[src/rtl/zero_unpadding_pkg.sv]
// Shared CNN definitions: frame FSM encoding, default word width and sizing helper.
package zero_unpadding_pkg;

    localparam int CNN_DATA_WIDTH = 32;

    typedef enum logic [1:0] {
        ST_IDLE   = 2'd0,
        ST_ACTIVE = 2'd1,
        ST_DRAIN  = 2'd2
    } cnn_state_e;

    // Counter width able to hold 0..n-1, never narrower than one bit.
    function automatic int cnt_width(input int n);
        return (n > 1) ? $clog2(n) : 1;
    endfunction

endpackage

[src/rtl/pad_pos_counter.sv]
// Raster position counter for the padded frame plus decode of the interior window,
// the last padded pixel and the last interior pixel.
module pad_pos_counter
    import zero_unpadding_pkg::*;
#(
    parameter int IMG_W = 34,
    parameter int IMG_H = 34,
    parameter int PAD   = 1
) (
    input  logic clk,
    input  logic rst_n,
    input  logic clear_i,
    input  logic advance_i,
    output logic interior_o,
    output logic frame_end_o,
    output logic last_interior_o
);

    localparam int CW = cnt_width(IMG_W);
    localparam int RW = cnt_width(IMG_H);

    localparam logic [CW-1:0] COL_MAX = CW'(IMG_W - 1);
    localparam logic [CW-1:0] COL_LO  = CW'(PAD);
    localparam logic [CW-1:0] COL_HI  = CW'(IMG_W - PAD - 1);
    localparam logic [RW-1:0] ROW_MAX = RW'(IMG_H - 1);
    localparam logic [RW-1:0] ROW_LO  = RW'(PAD);
    localparam logic [RW-1:0] ROW_HI  = RW'(IMG_H - PAD - 1);

    logic [CW-1:0] col_q, col_d;
    logic [RW-1:0] row_q, row_d;
    logic          col_wrap;

    assign col_wrap = (col_q == COL_MAX);

    // NOTE: next-state defaults are assigned first so no path leaves col_d/row_d unassigned (no latch).
    always_comb begin
        col_d = col_q;
        row_d = row_q;
        if (clear_i) begin
            col_d = '0;
            row_d = '0;
        end else if (advance_i) begin
            if (col_wrap) begin
                col_d = '0;
                row_d = (row_q == ROW_MAX) ? '0 : row_q + 1'b1;
            end else begin
                col_d = col_q + 1'b1;
            end
        end
    end

    // NOTE: state registers use non-blocking assignments so every flop samples pre-edge values.
    always_ff @(posedge clk or negedge rst_n) begin
        if (!rst_n) begin
            col_q <= '0;
            row_q <= '0;
        end else begin
            col_q <= col_d;
            row_q <= row_d;
        end
    end

    assign interior_o      = (row_q >= ROW_LO) && (row_q <= ROW_HI) &&
                             (col_q >= COL_LO) && (col_q <= COL_HI);
    assign frame_end_o     = (row_q == ROW_MAX) && col_wrap;
    assign last_interior_o = (row_q == ROW_HI) && (col_q == COL_HI);

endmodule

[src/rtl/zero_unpadding.sv]
// Strips a PAD-pixel border from a raster-order padded frame, emitting interior pixels
// through a single ready/valid output register. Define ZERO_UNPADDING_CHECK_EN for pad_err.
module zero_unpadding
    import zero_unpadding_pkg::*;
#(
    parameter int DATA_WIDTH = CNN_DATA_WIDTH,
    parameter int IMG_W      = 34,
    parameter int IMG_H      = 34,
    parameter int PAD        = 1
) (
    input  logic                  clk,
    input  logic                  rst_n,
    input  logic                  start,
    input  logic                  in_valid,
    output logic                  in_ready,
    input  logic [DATA_WIDTH-1:0] in_data,
    output logic                  out_valid,
    input  logic                  out_ready,
    output logic [DATA_WIDTH-1:0] out_data,
    output logic                  out_last,
    output logic                  frame_done,
    output logic                  busy
`ifdef ZERO_UNPADDING_CHECK_EN
    ,
    output logic                  pad_err
`endif
);

    cnn_state_e            state_q, state_d;
    logic                  out_valid_q, out_valid_d;
    logic [DATA_WIDTH-1:0] out_data_q, out_data_d;
    logic                  out_last_q, out_last_d;
    logic                  accept, start_frame;
    logic                  interior, frame_end, last_interior;

    // A new word may enter only while the output register is empty or being emptied.
    assign in_ready    = (state_q == ST_ACTIVE) && (!out_valid_q || out_ready);
    assign accept      = in_valid && in_ready;
    assign start_frame = (state_q == ST_IDLE) && start;

    pad_pos_counter #(
        .IMG_W (IMG_W),
        .IMG_H (IMG_H),
        .PAD   (PAD)
    ) u_pos (
        .clk             (clk),
        .rst_n           (rst_n),
        .clear_i         (start_frame),
        .advance_i       (accept),
        .interior_o      (interior),
        .frame_end_o     (frame_end),
        .last_interior_o (last_interior)
    );

    always_comb begin
        state_d    = state_q;
        frame_done = 1'b0;
        unique case (state_q)
            ST_IDLE:   if (start) state_d = ST_ACTIVE;
            ST_ACTIVE: if (accept && frame_end) state_d = ST_DRAIN;
            ST_DRAIN: begin
                if (!out_valid_q) begin
                    state_d    = ST_IDLE;
                    frame_done = 1'b1;
                end
            end
            default:   state_d = ST_IDLE;
        endcase
    end

    // A fresh interior word overrides the drain, keeping out_valid high across a take.
    always_comb begin
        out_valid_d = out_valid_q;
        out_data_d  = out_data_q;
        out_last_d  = out_last_q;
        if (out_valid_q && out_ready) out_valid_d = 1'b0;
        if (accept && interior) begin
            out_valid_d = 1'b1;
            out_data_d  = in_data;
            out_last_d  = last_interior;
        end
    end

    always_ff @(posedge clk or negedge rst_n) begin
        if (!rst_n) begin
            state_q     <= ST_IDLE;
            out_valid_q <= 1'b0;
            out_data_q  <= '0;
            out_last_q  <= 1'b0;
        end else begin
            state_q     <= state_d;
            out_valid_q <= out_valid_d;
            out_data_q  <= out_data_d;
            out_last_q  <= out_last_d;
        end
    end

    assign out_valid = out_valid_q;
    assign out_data  = out_data_q;
    assign out_last  = out_last_q;
    assign busy      = (state_q != ST_IDLE);

`ifdef ZERO_UNPADDING_CHECK_EN
    logic pad_err_q;
    logic border_nonzero;

    // Sign bit is ignored so that both +0.0 and -0.0 count as valid padding.
    assign border_nonzero = accept && !interior && (in_data[DATA_WIDTH-2:0] != '0);

    always_ff @(posedge clk or negedge rst_n) begin
        if (!rst_n) begin
            pad_err_q <= 1'b0;
        end else if (start_frame) begin
            pad_err_q <= 1'b0;
        end else if (border_nonzero) begin
            pad_err_q <= 1'b1;
        end
    end

    assign pad_err = pad_err_q;
`endif

endmodule

[config.mk]
export PLATFORM = sky130hd
export DESIGN_NAME = zero_unpadding
export DESIGN_NICKNAME = d
export VERILOG_FILES = /design/src/rtl/zero_unpadding_pkg.sv /design/src/rtl/pad_pos_counter.sv /design/src/rtl/zero_unpadding.sv
export SDC_FILE = /design/constraint.sdc
export NUM_CORES = 1
export LEC_CHECK = 0
export ABC_AREA = 1
export CAP_MARGIN = 15
export CORE_MARGIN = 5
export CORE_UTILIZATION = 28
export DETAILED_ROUTE_END_ITERATION = 16
export HOLD_SLACK_MARGIN = 0.05
export PLACE_DENSITY = 0.61
export SLEW_MARGIN = 30
export SYNTH_ARGS = -nofsm -noshare
export SYNTH_HDL_FRONTEND = slang
export SYNTH_HIERARCHICAL = 1
export SYNTH_SLANG_ARGS = --single-unit
[constraint.sdc]
create_clock -name clk -period 4.62 [get_ports clk]
set_input_delay 0.924 -clock clk [delete_from_list [all_inputs] [get_ports clk]]
set_output_delay 0.924 -clock clk [all_outputs]
set_load 0.1 [all_outputs]
After elaboration in Yosys (flattened, before gate mapping) --
Index checks and enable logic that the tools add are counted.
Operators by class: add/subtract/negate cells 2, $lt $le $gt $ge 4, eq/ne operators 9, multiplexer cells 15, reductions and logical operators 20
Operators with widths (number):
- 6-bit 2-to-1 mux | 7
- 6-bit == test, second input constant | 4
- 6-bit by 1-bit adder with 6-bit output, second input constant | 2
- 6-bit by 1-bit greater-or-equal comparator with 1-bit output, second input constant | 2
- 6-bit less-or-equal comparator, second input constant | 2
- 1-bit logical AND | 11
- 2-bit nonzero test | 4
- 2-bit 2-to-1 mux | 3
- 2-bit one-hot mux with 3 select lines | 1
- 1-bit 2-to-1 mux | 4
- 2-bit inequality test, second input constant | 2
- 3-bit AND reduction | 1
- 2-bit by 1-bit == test with 1-bit output, second input constant | 1
- 2-bit == test, second input constant | 1
- 2-bit logical NOT | 1
- 2-bit by 1-bit inequality test with 1-bit output, second input constant | 1
- 2-bit AND reduction | 1
- 1-bit logical NOT | 1
- 1-bit logical OR | 1
Storage, ports and cells: bits in registers 48, input port bits 37, output and inout port bits 37, word-level logic and storage cells 56

Logic depth before layout (Yosys ltp) --
Gate-level depths: netlist (run 1).
word-level depth 7, mapped depth 11, gate-level depth less buffers 11

By module --
Netlist (run 1), hierarchy kept.
Modules (own cells, without submodules):
- zero_unpadding | times used 1, cells each 171, area each 1589.0 um^2, seq. area each 900.9 um^2
- pad_pos_counter | times used 1, cells each 108, area each 838.3 um^2, seq. area each 300.3 um^2

Least setup slack after synthesis (run 1) --
No wires, ideal clock.
kind reg-to-output, start register out_valid_q, in the netlist out_valid, end output frame_done, arrival 2.989 ns, data required time 3.696 ns, slack 0.707 ns, cell stages (with the launch flop) 2, buffers on the path 0, cell sequence dfrtp_1 -> nor3_1
On the way: word-level cells in the longest chain between the ends 2
RTL lines:
- start, declared | line zero_unpadding.sv:30 | logic out_valid_q, out_valid_d;
- start signal, assigned | line zero_unpadding.sv:92 | out_valid_q <= out_valid_d;
- 1-bit 2-to-1 mux | line zero_unpadding.sv:62 | if (!out_valid_q) begin
- 1-bit 2-to-1 mux | line zero_unpadding.sv:58 | unique case (state_q)
- end, declared | line zero_unpadding.sv:21 | output logic frame_done,
No other way between the ends.

Worst setup path after layout (run 1) --
start input out_ready, end output in_ready
On the way: word-level cells in the longest chain between the ends 2
RTL lines:
- start, declared | line zero_unpadding.sv:18 | input logic out_ready,
- 1-bit logical OR | line zero_unpadding.sv:37 | assign in_ready = (state_q == ST_ACTIVE) && (!out_valid_q || out_ready);
- 1-bit logical AND | line zero_unpadding.sv:37
- end, declared | line zero_unpadding.sv:15 | output logic in_ready,
No other way between the ends.

==> flow_metrics.py, run 1 <==
metrics = {
    "layout": {
        "layout.nets": 392,
        "multiInputGateArea_sq_um": 1050,
        "final_util_pct": 38.4,
        "drive_above_1_share_pct": 9.77,
        "register_area_sq_um": 1200,
        "area_delta_synth_final_pct": 35.9,
        "fillCellCount": 912,
        "diodes": 0,
    },
    "clock_network": {
        "cts_tree": "built",
        "clkSlewWorstSetupHoldPaths_ns": 0.09,
        "hold_buffers": 0,
        "cts.path.max_buffers": 2,
        "cts_max_level": 2,
        "numCtsBuffers": 5,
        "root_buffer": "clkbuf_8",
        "cts.sinks": 48,
        "worstSkewPairLatency_ns": 0.30,
        "post_cts_resized": 0,
        "cts_setup_buffers": 0,
    },
    "routing": {
        "wl_mm": 6.01,
        "routed_via_density": 4.64,
        "first_pass_iters": 4,
        "drt_iter0_markers": 84,
        "num_vias": 2116,
        "drcViolationCount": 0,
        "antenna_left": 0,
        "wire_per_inst_microns": 13.2,
    },
    "synthesis": {
        "avgSynthCellArea_sq_um": 8.70,
        "synth_fa_ha_area_share_pct": 3.61,
        "synth-xor-area-share_pct": 1.44,
        "synth_seq_cells": 48,
        "synthSimpleGateAreaFrac_pct": 35.2,
        "syn-num-nets": 323,
        "yosysSeqAreaShare_pct": 49.5,
        "synth_compound_area_share_pct": 2.99,
        "syn_inst": 279,
        "synth_mux_area_share_pct": 0,
        "syn_area_sq_um": 2430,
        "synth_top_family_by_area": "simple AND/OR/NAND/NOR gates",
        "yosysUniqueCellTypes": 28,
        "synth_warnings": 6,
    },
    "grt": {
        "grt_max_degree": 49,
        "grt_util_met3_pct": 2.23,
        "globalRoute.busiestLayer": "met2",
        "grtUsageMet2_pct": 19.0,
        "grt_usage_pct": 11.8,
        "grt_overflow_total": 0,
        "grt_pass1_vias": 2142,
        "antenna_found_initial": 0,
        "grt_use_met1_pct": 15.6,
        "grt_pass1_wl_mm": 9.92,
    },
    "floorplan": {
        "start_util_pct": 28.2,
        "ios": 74,
        "core_area_sq_um": 8590,
        "die_height_microns": 103,
        "die_w_microns": 103,
        "rows": 34,
        "die_area_sq_um": 10600,
    },
    "sta": {
        "setup_tns_ns": 0,
        "worst_pin_slew_ns": 0.995,
        "rsz0062_at_grt": "false",
        "final.min_clock_period_ns": 3.14,
        "fin_skew_ns": 0.00641,
        "fmax_ghz": 0.318,
        "min_period_over_period_pct": 68.1,
        "holdWs_ns": 0.482,
        "setup_violations": 0,
        "drv_slew": 0,
        "hold_viol_final": 0,
        "slew_headroom_pct": 33.4,
    },
    "worst_setup_path": {
        "r2r_slack_ns": 2.31,
        "crit_type": "in -> out",
        "cp_max_fo": 34,
        "worstPathArrival_ns": 2.22,
        "cp.required_ns": 3.70,
        "crit_path_end_kind": "output pin",
        "worstSetupStartpointType": "input pin",
    },
    "worst_hold_path": {
        "hold_class": "reg -> reg",
    },
    "run_status": {
        "status": "finished clean",
    },
    "placed_design": {
        "gp_congestion": 0.826,
        "portBuffers": 73,
        "dp_hpwl_mm": 4.21,
    },
    "job": {
        "maxCapViolCount": 0,
    },
}
==> sequential cells by signal, indices dropped and copies added, names as in the netlist <==
signal       flops
state_q          2
out_valid        1
u_pos/col_q      6
u_pos/row_q      6
out_data        32
out_last         1
==> cells by family (layout without fill, tap and decap cells) <==
logic type | after synthesis | count (layout)
adder cells (fa/ha/maj) | 7 | 7
AND/OR/NAND/NOR | 176 | 176
XOR/XNOR | 4 | 4
buffers and inverters | 33 | 102
flip-flops | 48 | 48
AO/OA/AOI/OAI | 11 | 11
==> per-stage QoR <==
stage / cell area, sq um / setup WS (ns) / instances
floorplan: 2430 / 0.707 / 279
global placement: 3210 / 1.46 / 449
detailed placement: 3210 / 1.45 / 449
CTS: 3300 / 1.45 / 456
global route: 3300 / 1.39 / 456
finish: 3300 / 1.48 / 456
==> worst max-delay path, stage by stage <==
cell and delay [ns]:
clkdlybuf4s50_1 0.47, nor2_1 0.07, nor2_4 0.06, buf_4 0.32, buf_4 0.36
==> final cells by class <==
cell class	count	share of cell area (%)
Timing Repair Buffer	76	22.7
Sequential cell	48	36.4
Clock buffer	6	2.50
Inverter	19	2.16
Multi-Input combinational cell	198	31.9
Tap cell	108	4.10
Clock inverter	1	0.265
==> per-layer routing <==
layer / up-vias / part of all wire (%)
li1: 1052 / -
met1: 1010 / 46
met2: 50 / 47
met3: 4 / 5.8
met4: 0 / 1.3
met5: - / 0
==> final timing paths <==
kind,startpoint,end,cells past startpoint
max,out_ready,in_ready,5
min in group asynchronous,rst_n,u_pos/row_q[1],1
max reg2reg,u_pos/row_q[0],out_data[9],10
min reg2reg,out_data[11],out_data[11],2
max in group asynchronous,rst_n,out_data[21],1
min,out_data[11],out_data[11],2
==> cells in the final DEF (no fill, tap or decap), types with 2 or more instances in the layout <==
cell type / netlist / routed
nor2_2: 3 / 4
buf_4: 1 / 5
nor2_4: 3 / 3
xor2_1: 3 / 3
nand4_1: 37 / 37
nor3_1: 2 / 2
nand2_4: 2 / 2
nor2_1: 14 / 13
nand2_1: 97 / 97
inv_1: 15 / 15
a21oi_1: 2 / 2
o21ai_0: 5 / 5
o21ai_1: 2 / 2
dfrtp_1: 48 / 48
ha_1: 7 / 7
inv_2: 4 / 4
clkbuf_8: 0 / 6
and3_2: 2 / 2
nand2_2: 3 / 3
clkdlybuf4s50_1: 0 / 71
nand3_1: 10 / 10
==> synthesized netlist by cell type <==
library cell | count | share of area [%]
nand2_1 | 97 | 15
buf_2 | 3 | 0.62
nor2_1 | 14 | 2.2
dfrtp_1 | 48 | 49
o21ai_0 | 5 | 1.0
o21bai_4 | 1 | 0.77
a21oi_1 | 2 | 0.41
nand4_1 | 37 | 9.5
nand4_4 | 1 | 0.88
nand2_4 | 2 | 0.93
inv_2 | 4 | 0.62
nor2_4 | 3 | 1.4
nand3_2 | 1 | 0.41
and2_1 | 1 | 0.26
inv_1 | 15 | 2.3
nor3_1 | 2 | 0.41
o21ai_2 | 1 | 0.36
o21ai_1 | 2 | 0.41
clkbuf_1 | 4 | 0.62
nand3_1 | 10 | 2.1
xnor2_1 | 1 | 0.36
xor2_1 | 3 | 1.1
buf_4 | 1 | 0.31
buf_6 | 6 | 2.8
nand2_2 | 3 | 0.77
and3_2 | 2 | 0.62
ha_1 | 7 | 3.6
nor2_2 | 3 | 0.77
Power of run 1 is not shown: default switching activity piles up to over one toggle a cycle in this logic, so the estimate is an artifact.
==> run 2, diff against run 1 <==
==> constraint.sdc (replaced) <==
create_clock -name clk -period 3.2 [get_ports clk]
set_input_delay 0.64 -clock clk [delete_from_list [all_inputs] [get_ports clk]]
set_output_delay 0.64 -clock clk [all_outputs]
set_load 0.1 [all_outputs]
==> flow_metrics.py, run 2 (synthesized netlist as in run 1, its figures left out) <==
metrics = {
    "worst_setup_path": {
        "crit_slowest_cell": "clkdlybuf4s50_1",
        "worstPathArrival_ns": 1.53,
        "crit_type": "in -> out",
        "crit_chain": "clkdlybuf4s50_1, nor2_1, nor2_4, buf_12",
        "reg2regPathDepth": 9,
        "slowest_delay_ns": 0.51,
        "crit_path_end_kind": "output pin",
        "cp_max_fo": 2,
        "cp.required_ns": 2.56,
        "worstSetupStartpointType": "input pin",
    },
    "layout": {
        "drive_above_1_share_pct": 20.9,
        "diodes": 0,
        "layout.nets": 394,
        "register_area_sq_um": 1200,
        "fin_area_sq_um": 3280,
        "largest_reg_flops": 32,
        "final_cell_mix": "97 x nand2_1, 48 x dfrtp_1, 41 x buf_4, 37 x nand4_1, 35 x clkdlybuf4s50_1",
        "final_common_cell": "nand2_1",
        "fillCellCount": 894,
        "fin_cells": 458,
        "final_util_pct": 38.1,
        "multiInputGateArea_sq_um": 1060,
        "area_delta_synth_final_pct": 35.0,
    },
    "routing": {
        "antenna_left": 0,
        "first_pass_iters": 4,
        "routed_via_density": 4.60,
        "num_vias": 2108,
        "drt_iter0_markers": 145,
        "wl_mm": 6.05,
        "wire_per_inst_microns": 13.2,
        "drcViolationCount": 0,
    },
    "clock_network": {
        "cts_setup_buffers": 0,
        "post_cts_resized": 0,
        "cts.sinks": 48,
        "cts_max_level": 2,
        "numCtsBuffers": 5,
        "cts_tree": "built",
        "root_buffer": "clkbuf_8",
        "worstSkewPairLatency_ns": 0.30,
        "cts.path.max_buffers": 2,
        "clkSlewWorstSetupHoldPaths_ns": 0.09,
        "hold_buffers": 0,
    },
    "sta": {
        "fmax_ghz": 0.461,
        "worst_pin_slew_ns": 0.522,
        "min_period_over_period_pct": 67.8,
        "final.min_clock_period_ns": 2.17,
        "rsz0062_at_grt": "false",
        "fin_skew_ns": 0.00794,
        "drv_slew": 0,
        "slew_headroom_pct": 65.1,
        "setup_tns_ns": 0,
        "setup_violations": 0,
        "hold_viol_final": 0,
    },
    "placed_design": {
        "place_area_sq_um": 3150,
        "dp_hpwl_mm": 4.39,
        "placed_cells": 451,
        "gp_congestion": 0.809,
        "portBuffers": 73,
    },
    "worst_hold_path": {
        "hold_class": "in -> async",
    },
    "grt": {
        "grt_pass1_wl_mm": 10.0,
        "grt_overflow_total": 0,
        "grt_pass1_vias": 2130,
        "grt_usage_pct": 11.8,
        "antenna_found_initial": 0,
        "grt_max_degree": 36,
    },
    "floorplan": {
        "start_util_pct": 28.2,
        "die_height_microns": 103,
        "rows": 34,
        "die_w_microns": 103,
        "ios": 74,
        "core_area_sq_um": 8590,
        "die_area_sq_um": 10600,
    },
    "run_status": {
        "status": "finished clean",
    },
    "job": {
        "maxCapViolCount": 0,
    },
}
-- run 2: layout make-up --
| type | count | share of cell area (%) |
|---|---|---|
| Timing Repair Buffer | 78 | 20.8 |
| Tap cell | 108 | 4.12 |
| Inverter | 19 | 2.18 |
| Sequential cell | 48 | 36.7 |
| Clock inverter | 2 | 1.83 |
| Clock buffer | 5 | 2.10 |
| Multi-Input combinational cell | 198 | 32.3 |
-- run 2: worst max-delay path: cells and delay by family --
family / cells / cell delay [ns]
buffers and inverters: 2 / 0.69
AND/OR/NAND/NOR: 2 / 0.19
-- run 2: through the flow --
stage | setup slack, ns | hold slack, ns
2_1_floorplan | 0.429 | 0.344
3_3_place_gp | 0.904 | 0.464
3_5_place_dp | 0.864 | 0.467
4_1_cts | 1.03 | 0.223
5_1_grt | 0.825 | 0.231
6_report | 1.03 | 0.217
-- run 2: worst paths after layout --
| check | end | slack [ns] | startpoint |
|---|---|---|---|
| max | in_ready | 1.03 | out_ready |
| min | u_pos/row_q[1] | 0.22 | rst_n |
| max reg2reg | out_data[31] | 1.12 | u_pos/row_q[0] |
| min reg2reg | out_data[22] | 0.49 | out_data[22] |
| max in group asynchronous | u_pos/col_q[4] | 2.22 | rst_n |
| min in group clk | out_data[22] | 0.49 | out_data[22] |
-- run 2: metal layers --
layer | GRT usage, % | vias to the layer above | routed length, microns
met1 | 16.5 | 986 | 2760
met5 | 0 | - | 0
li1 | - | 1057 | -
met4 | 4.08 | 0 | 82
met3 | 2.50 | 5 | 414
met2 | 18.1 | 60 | 2790
Power of run 2 is left out for the same reason.
